**src/rtl/ram_bank_arbiter.sv**
```systemverilog
// Round-robin arbiter and access sequencer for a two-requester 4x4 RAM bank.
// One request is accepted at a time; the bank gets a single registered strobe
// cycle, then the granted requester gets a one-cycle response pulse.
module ram_bank_arbiter #(
  parameter int unsigned DATA_W = 4,
  parameter int unsigned ROW_W  = 2,
  parameter int unsigned COL_W  = 2
) (
  input  logic              clk,
  input  logic              rst_n,
  input  logic              req0_valid,
  input  logic              req0_we,
  input  logic [ROW_W-1:0]  req0_row,
  input  logic [COL_W-1:0]  req0_col,
  input  logic [DATA_W-1:0] req0_wdata,
  output logic              req0_ready,
  output logic              rsp0_valid,
  output logic [DATA_W-1:0] rsp0_rdata,
  input  logic              req1_valid,
  input  logic              req1_we,
  input  logic [ROW_W-1:0]  req1_row,
  input  logic [COL_W-1:0]  req1_col,
  input  logic [DATA_W-1:0] req1_wdata,
  output logic              req1_ready,
  output logic              rsp1_valid,
  output logic [DATA_W-1:0] rsp1_rdata,
  output logic              cs,
  output logic              we,
  output logic              oe,
  output logic [ROW_W-1:0]  addr_row,
  output logic [COL_W-1:0]  addr_col,
  output logic [DATA_W-1:0] datain,
  input  logic [DATA_W-1:0] dataout,
  output logic              busy
);

  typedef enum logic [2:0] {StIdle, StStrobe, StWrAck, StRdWait, StRdResp} state_e;

  state_e              state_q, state_d;
  logic                last_grant_q, last_grant_d;
  logic                gnt_q, gnt_d;
  logic                op_we_q, op_we_d;
  logic                cs_q, cs_d, we_q, we_d, oe_q, oe_d;
  logic [ROW_W-1:0]    addr_row_q, addr_row_d;
  logic [COL_W-1:0]    addr_col_q, addr_col_d;
  logic [DATA_W-1:0]   datain_q, datain_d;
  logic                rsp0_valid_q, rsp0_valid_d, rsp1_valid_q, rsp1_valid_d;
  logic [DATA_W-1:0]   rsp0_rdata_q, rsp0_rdata_d, rsp1_rdata_q, rsp1_rdata_d;
  logic                sel0, sel1, sel_we, idle;

  // Round-robin pick: a lone requester wins; on contention the one not last granted wins.
  always_comb begin
    idle       = (state_q == StIdle);
    sel0       = req0_valid && (!req1_valid || last_grant_q);
    sel1       = req1_valid && (!req0_valid || !last_grant_q);
    sel_we     = sel1 ? req1_we : req0_we;
    // rst_n gates ready so nothing can be accepted while reset is held
    req0_ready = idle && sel0 && rst_n;
    req1_ready = idle && sel1 && rst_n;
  end

  // Next-state and registered-output values; bank controls default to idle.
  always_comb begin
    state_d      = state_q;
    last_grant_d = last_grant_q;
    gnt_d        = gnt_q;
    op_we_d      = op_we_q;
    cs_d         = 1'b0;
    we_d         = 1'b0;
    oe_d         = 1'b0;
    addr_row_d   = addr_row_q;
    addr_col_d   = addr_col_q;
    datain_d     = datain_q;
    rsp0_valid_d = 1'b0;
    rsp1_valid_d = 1'b0;
    rsp0_rdata_d = rsp0_rdata_q;
    rsp1_rdata_d = rsp1_rdata_q;
    unique case (state_q)
      StIdle: begin
        if (sel0 || sel1) begin
          gnt_d        = sel1;
          last_grant_d = sel1;
          op_we_d      = sel_we;
          addr_row_d   = sel1 ? req1_row   : req0_row;
          addr_col_d   = sel1 ? req1_col   : req0_col;
          datain_d     = sel1 ? req1_wdata : req0_wdata;
          cs_d         = 1'b1;
          we_d         = sel_we;
          oe_d         = !sel_we;
          state_d      = StStrobe;
        end
      end
      StStrobe: begin
        if (op_we_q) begin
          state_d = StWrAck;
          if (gnt_q) begin
            rsp1_valid_d = 1'b1;
            rsp1_rdata_d = '0;
          end else begin
            rsp0_valid_d = 1'b1;
            rsp0_rdata_d = '0;
          end
        end else begin
          state_d = StRdWait;
        end
      end
      StWrAck: state_d = StIdle;
      StRdWait: begin
        // bank dataout is valid this cycle; capture it for the response pulse
        state_d = StRdResp;
        if (gnt_q) begin
          rsp1_valid_d = 1'b1;
          rsp1_rdata_d = dataout;
        end else begin
          rsp0_valid_d = 1'b1;
          rsp0_rdata_d = dataout;
        end
      end
      StRdResp: state_d = StIdle;
      default:  state_d = StIdle;
    endcase
  end

  // State and output registers; reset aborts any access in flight.
  always_ff @(posedge clk or negedge rst_n) begin
    if (!rst_n) begin
      state_q      <= StIdle;
      last_grant_q <= 1'b1;
      gnt_q        <= 1'b0;
      op_we_q      <= 1'b0;
      cs_q         <= 1'b0;
      we_q         <= 1'b0;
      oe_q         <= 1'b0;
      addr_row_q   <= '0;
      addr_col_q   <= '0;
      datain_q     <= '0;
      rsp0_valid_q <= 1'b0;
      rsp1_valid_q <= 1'b0;
      rsp0_rdata_q <= '0;
      rsp1_rdata_q <= '0;
    end else begin
      state_q      <= state_d;
      last_grant_q <= last_grant_d;
      gnt_q        <= gnt_d;
      op_we_q      <= op_we_d;
      cs_q         <= cs_d;
      we_q         <= we_d;
      oe_q         <= oe_d;
      addr_row_q   <= addr_row_d;
      addr_col_q   <= addr_col_d;
      datain_q     <= datain_d;
      rsp0_valid_q <= rsp0_valid_d;
      rsp1_valid_q <= rsp1_valid_d;
      rsp0_rdata_q <= rsp0_rdata_d;
      rsp1_rdata_q <= rsp1_rdata_d;
    end
  end

  // Drive ports straight from registers.
  always_comb begin
    cs         = cs_q;
    we         = we_q;
    oe         = oe_q;
    addr_row   = addr_row_q;
    addr_col   = addr_col_q;
    datain     = datain_q;
    rsp0_valid = rsp0_valid_q;
    rsp1_valid = rsp1_valid_q;
    rsp0_rdata = rsp0_rdata_q;
    rsp1_rdata = rsp1_rdata_q;
    busy       = (state_q != StIdle);
  end

endmodule
```
**config.mk**
```make
export PLATFORM = sky130hd
export DESIGN_NAME = ram_bank_arbiter
export DESIGN_NICKNAME = d
export VERILOG_FILES = /design/src/rtl/ram_bank_arbiter.sv
export SDC_FILE = /design/constraint.sdc
export NUM_CORES = 1
export LEC_CHECK = 0
export CAP_MARGIN = 20
export CORE_MARGIN = 3
export CORE_UTILIZATION = 44
export DETAILED_ROUTE_END_ITERATION = 8
export PLACE_DENSITY = 0.89
export SYNTH_ARGS = -nofsm -noshare
export SYNTH_HDL_FRONTEND = slang
export SYNTH_SLANG_ARGS = --single-unit
```
**constraint.sdc**
```tcl
create_clock -name clk -period 2.2 [get_ports clk]
set_clock_uncertainty 0.2 [all_clocks]
set_input_delay 0.55 -clock clk [delete_from_list [all_inputs] [get_ports clk]]
set_output_delay 0.55 -clock clk [all_outputs]
set_load 0.03 [all_outputs]
```
Word level (Yosys, flattened, before mapping)

Index checks and enable logic that the tools add are counted.

Output and inout port bits: 24
Input bits: 26
Register bits after elaboration: 27
Word-level logic and storage cells: 68

Muxes and demuxes: 27
Equal/unequal tests: 8
Reduce and logical (&&, ||, !) cells: 19

Operator list:

| kind                                                                    | count |
|---|---|
| 4-bit 2-to-1 mux                                                        | 7 |
| 4-bit one-hot mux with 2 select lines                                   | 2 |
| 1-bit 2-to-1 mux                                                        | 12 |
| 2-bit inequality test, second input constant                            | 5 |
| 3-bit one-hot mux with 3 select lines                                   | 1 |
| 4-bit AND reduction                                                     | 2 |
| 1-bit logical AND                                                       | 6 |
| 1-bit zero test                                                         | 4 |
| 2-bit 2-to-1 mux                                                        | 2 |
| 1-bit one-hot mux with 2 select lines                                   | 2 |
| 3-bit by 1-bit == test with 1-bit output, second input constant         | 1 |
| 3-bit by 2-bit == test with 1-bit output, second input constant         | 1 |
| 3-bit zero test                                                         | 1 |
| 1-bit logical OR                                                        | 3 |
| 3-bit 2-to-1 mux                                                        | 1 |
| 3-bit nonzero test                                                      | 1 |
| 2-bit by 1-bit inequality test with 1-bit output, second input constant | 1 |
| 2-bit AND reduction                                                     | 1 |
| 2-bit nonzero test                                                      | 1 |

Logic depth before layout (Yosys ltp)

Depth in word-level cells: 7
Mapped depth: 4
Mapped depth without buffers: 3

Worst setup path after synthesis

No wires, ideal clock.

Path type: input-to-output
Start point: input port req1_valid
End point: output port req0_ready
Data arrival time: 1521 ps
Cell stages on the path: 3
Slack: -71 ps
Path buffers: 1
Data required time: 1450 ps
Cell sequence: nor2b_1 -> buf_2 -> nor3_1

Longest elaborated chain between the ends: 5

RTL lines:

| element                         | RTL line | text |
|---|---|---|
| from (decl)                     | 19       | `input logic req1_valid,` |
| 1-bit zero test                 | 54       | `sel0 = req0_valid && (!req1_valid \|\| last_grant_q);` |
| 1-bit logical OR                | 54       |  |
| 1-bit logical AND               | 54       |  |
| 1-bit logical AND (2 in series) | 58       | `req0_ready = idle && sel0 && rst_n;` |
| to (decl)                       | 16       | `output logic req0_ready,` |

Every way passes these cells.

Final worst setup path

Start point: register state_q[2]
End point: output port req0_ready

Longest elaborated chain between the ends: 3

RTL lines:

| element                         | RTL line | text |
|---|---|---|
| from (decl)                     | 39       | `state_e state_q, state_d;` |
| from (signal assigned)          | 127      | `state_q <= StIdle;` |
| from (signal assigned)          | 142      | `state_q <= state_d;` |
| 3-bit zero test                 | 53       | `idle = (state_q == StIdle);` |
| 1-bit logical AND (2 in series) | 58       |  |

Every way passes these cells.

==> metrics.yaml <==
grt:
  grt_pass1_wl_mm: 4.995
  antenna_found_initial: 0
  grt_remaining_overflow: 0
  grt_max_degree: 28
  grt_pass1_vias: 1078
  grt_usage_pct: 19.69
worst_hold_path:
  holdPathStages: 1
  holdPathEnd: "rsp1_rdata[1]$_DFFE_PN0P_"
  hold_path_class: "reg2reg"
  worstHoldStart: "rsp1_rdata[1]$_DFFE_PN0P_"
clocking:
  root_buffer: "clkbuf_4"
  cts_sinks: 27
  cts_buffer_depth: 2
  cts_tree: "done"
  cts_made_buffers: 3
  holdBufCountCts: 0
  clk_pin_slew_ps: 150
  cts_max_level: 1
  worstSkewPairLatency_ps: 330
placement:
  port_buffers: 49
  dpl.hpwl_mm: 2.161
  place_congestion: 0.7713
  pre_cts_ws_ps: -95.47
power:
  switchingPower_mw: 1.094
  p_comb_share_pct: 57.7
  ir_worst_vdd_mv: 0.9487
  p_clk_share_pct: 8.8
  power.density_mw_per_mm2: 1410
  switching_share_pct: 43.03
  leakagePower_nw: 0.8820
  finalPower_mw: 2.543
  seq_power_share_pct: 33.5
  power.internal_mw: 1.449
setup_path:
  r2r-end: "rsp0_rdata[2]$_DFFE_PN0P_"
  crit_chain: "nor3_4 > buf_6 > nand2_4 > nor3_4 > buf_6"
  cp_slowest_stage_delay_ps: 440
  timing.critical_path.buf_inv: 2
  rr_worst_depth: 4
  arrival_ps: 1460
  reg2reg_from: "state_q[2]$_DFFE_PN0P_"
  required_ps: 1450
  critical-path-top-delay-family: "flip-flops"
  crit_path_start: "state_q[2]$_DFFE_PN0P_"
  crit_type: "reg2out"
  r2r_slack_ps: 490
  start_kind: "flop"
  crit_fanout: 2
  cp_slowest_cell: "dfrtp_1"
  critPathCaptureType: "output port"
sta:
  clock.fmax_mhz: 452.0
  setup_viol: 2
  slew_headroom_pct: 74.89
  fin_crit_ps: 2212
  worst_slew_pin_slew_ps: 375.5
  rsz0062_at_grt: "true"
  final_hold_viol_count: 0
  fin_ws_ps: -12.47
  finalSetupTns_ps: -14.09
  finalMaxSlewViolations: 0
  finalCritPeriodShare_pct: 100.6
floorplan:
  die_w_um: 57.62
  die_area_mm2: 0.003320
  num_rows: 18
  pin_count: 50
  coreArea_mm2: 0.002500
  die_h_um: 57.62
  start_util_pct: 46.90
drt:
  finalWirelength_mm: 2.976
  via_count: 990
  antenna_left: 0
  drc_errors: 0
  vias_per_cell: 5.625
  drt-wirelength-per-cell_um: 16.91
  firstDrtPassIters: 4
  first_iter_violations: 29
logic_synthesis:
  syn_area_per_cell_um2: 13.32
  synth_top_area_share_pct: 55.50
  yosys.area.top_type: "dfrtp_1"
  syn-num-nets: 114
  synth-seq-cells: 27
  yosysSeqAreaShare_pct: 57.74
  synthCells: 88
  yosysWarnings: 0
  yosys-top-cells-area: "dfrtp_1, mux2_2, a2bb2oi_1"
  synth_area_mm2: 0.001172
  synth_cell_types: 26
finish:
  seq_area_um2: 676.9
  final_layout_size_suffix_gt1_share_pct: 23.29
  nets: 173
  fill_cells: 165
  area_growth_pct: 53.90
  multi_input_area_um2: 473.0
  diodes: 0
outcome:
  outcome: "complete, but fails checks"
  failed_checks: "setup timing"
flow_run:
  maxCapViolCount: 0
## logic make-up (layout without fill, tap and decap cells)
group / after synthesis / after routing / synth area share [%]
flops: 27 / 27 / 57.74
compound gates: 25 / 25 / 18.04
mux: 9 / 9 / 8.538
simple gates: 19 / 19 / 12.17
buf+inv: 8 / 66 / 3.521
## metrics by stage
step	hold slack, ps	area [um^2]	cells	utilization, %
2_1_floorplan	54.41	1177	88	-
4_1_cts	324.8	1783	176	71.32
3_3_place_gp	288.6	1730	170	69.22
3_5_place_dp	291.4	1730	170	69.22
6_report	322.1	1804	176	72.17
5_1_grt	355.3	1804	176	72.17
## power groups by stage
stage               clock network, mW  registers [mW]  logic (mW)
floorplan                           0            1.17       0.556
global placement                    0           0.850        1.40
detailed placement                  0           0.858        1.43
CTS                             0.223           0.853        1.47
global route                    0.250           0.880        1.55
finish                          0.224           0.852        1.47
## Yosys cell counts (all sizes together)
cell	n
clkbuf	1
nand2	1
nor2b	2
a2bb2oi	9
dfstp	1
buf	4
dfrtp	26
a21o	1
a31oi	1
and3	4
and2b	1
nand3b	1
nor2	4
mux2i	1
nand2b	1
a21oi	3
o21a	1
o32ai	9
inv	3
and2	2
mux2	8
nor3	3
a21bo	1
## how the worst max path moves through the flow
stage                             to  slack [ps]  cells after the start
after floorplan           req1_ready         110                      3
after global placement    req1_ready         -80                      4
after detailed placement  req1_ready        -100                      4
after CTS                 req0_ready         -50                      5
after global routing      req0_ready        -100                      5
final                     req0_ready         -10                      5
## cell usage in the layout (no fill, tap or decap), types with 2 or more instances in the layout
| cell | instances |
|---|---|
| and2_1 | 2 |
| a21oi_1 | 3 |
| dlygate4sd2_1 | 2 |
| nor2_1 | 3 |
| nor3_4 | 3 |
| nor2b_1 | 2 |
| mux2_2 | 8 |
| clkbuf_4 | 3 |
| inv_1 | 3 |
| o32ai_1 | 9 |
| and3_1 | 4 |
| clkdlybuf4s50_1 | 38 |
| a2bb2oi_1 | 9 |
| dlymetal6s2s_1 | 6 |
| buf_6 | 2 |
| buf_4 | 10 |
| dfrtp_1 | 26 |
## layer usage
metal / routed length, um / GRT usage [%] / vias to the layer above
met5: 0 / 0 / -
met4: 45 / 7.947 / 0
met3: 224 / 4.232 / 6
met2: 1522 / 32.26 / 53
met1: 1183 / 25.48 / 482
li1: - / - / 449
## final cells by class
type                    count  area share (%)
flip-flops and latches     27           37.52
clock buffers               3           1.248
clock inverters             1          0.4161
repair buffers             59           31.90
multi-input cells          53           26.21
inverters                   3          0.6241
well taps                  30           2.080
## registers in the layout (all words and copies together) (netlist names)
signal and count:
addr_col 2, addr_row 2, cs 1, datain 4, gnt_q 1, last_grant_q 1, oe 1, op_we_q 1
rsp0_rdata 4, rsp0_valid 1, rsp1_rdata 4, rsp1_valid 1, state_q 3, we 1
## what timing repair did
item	CTS	global route
endpoints found under the setup margin	3	9
pin swaps	2	1
hold endpoints to repair	0	0
gates resized for setup	6	10
setup buffers	2	0
Power figures use the tool's default switching activity.
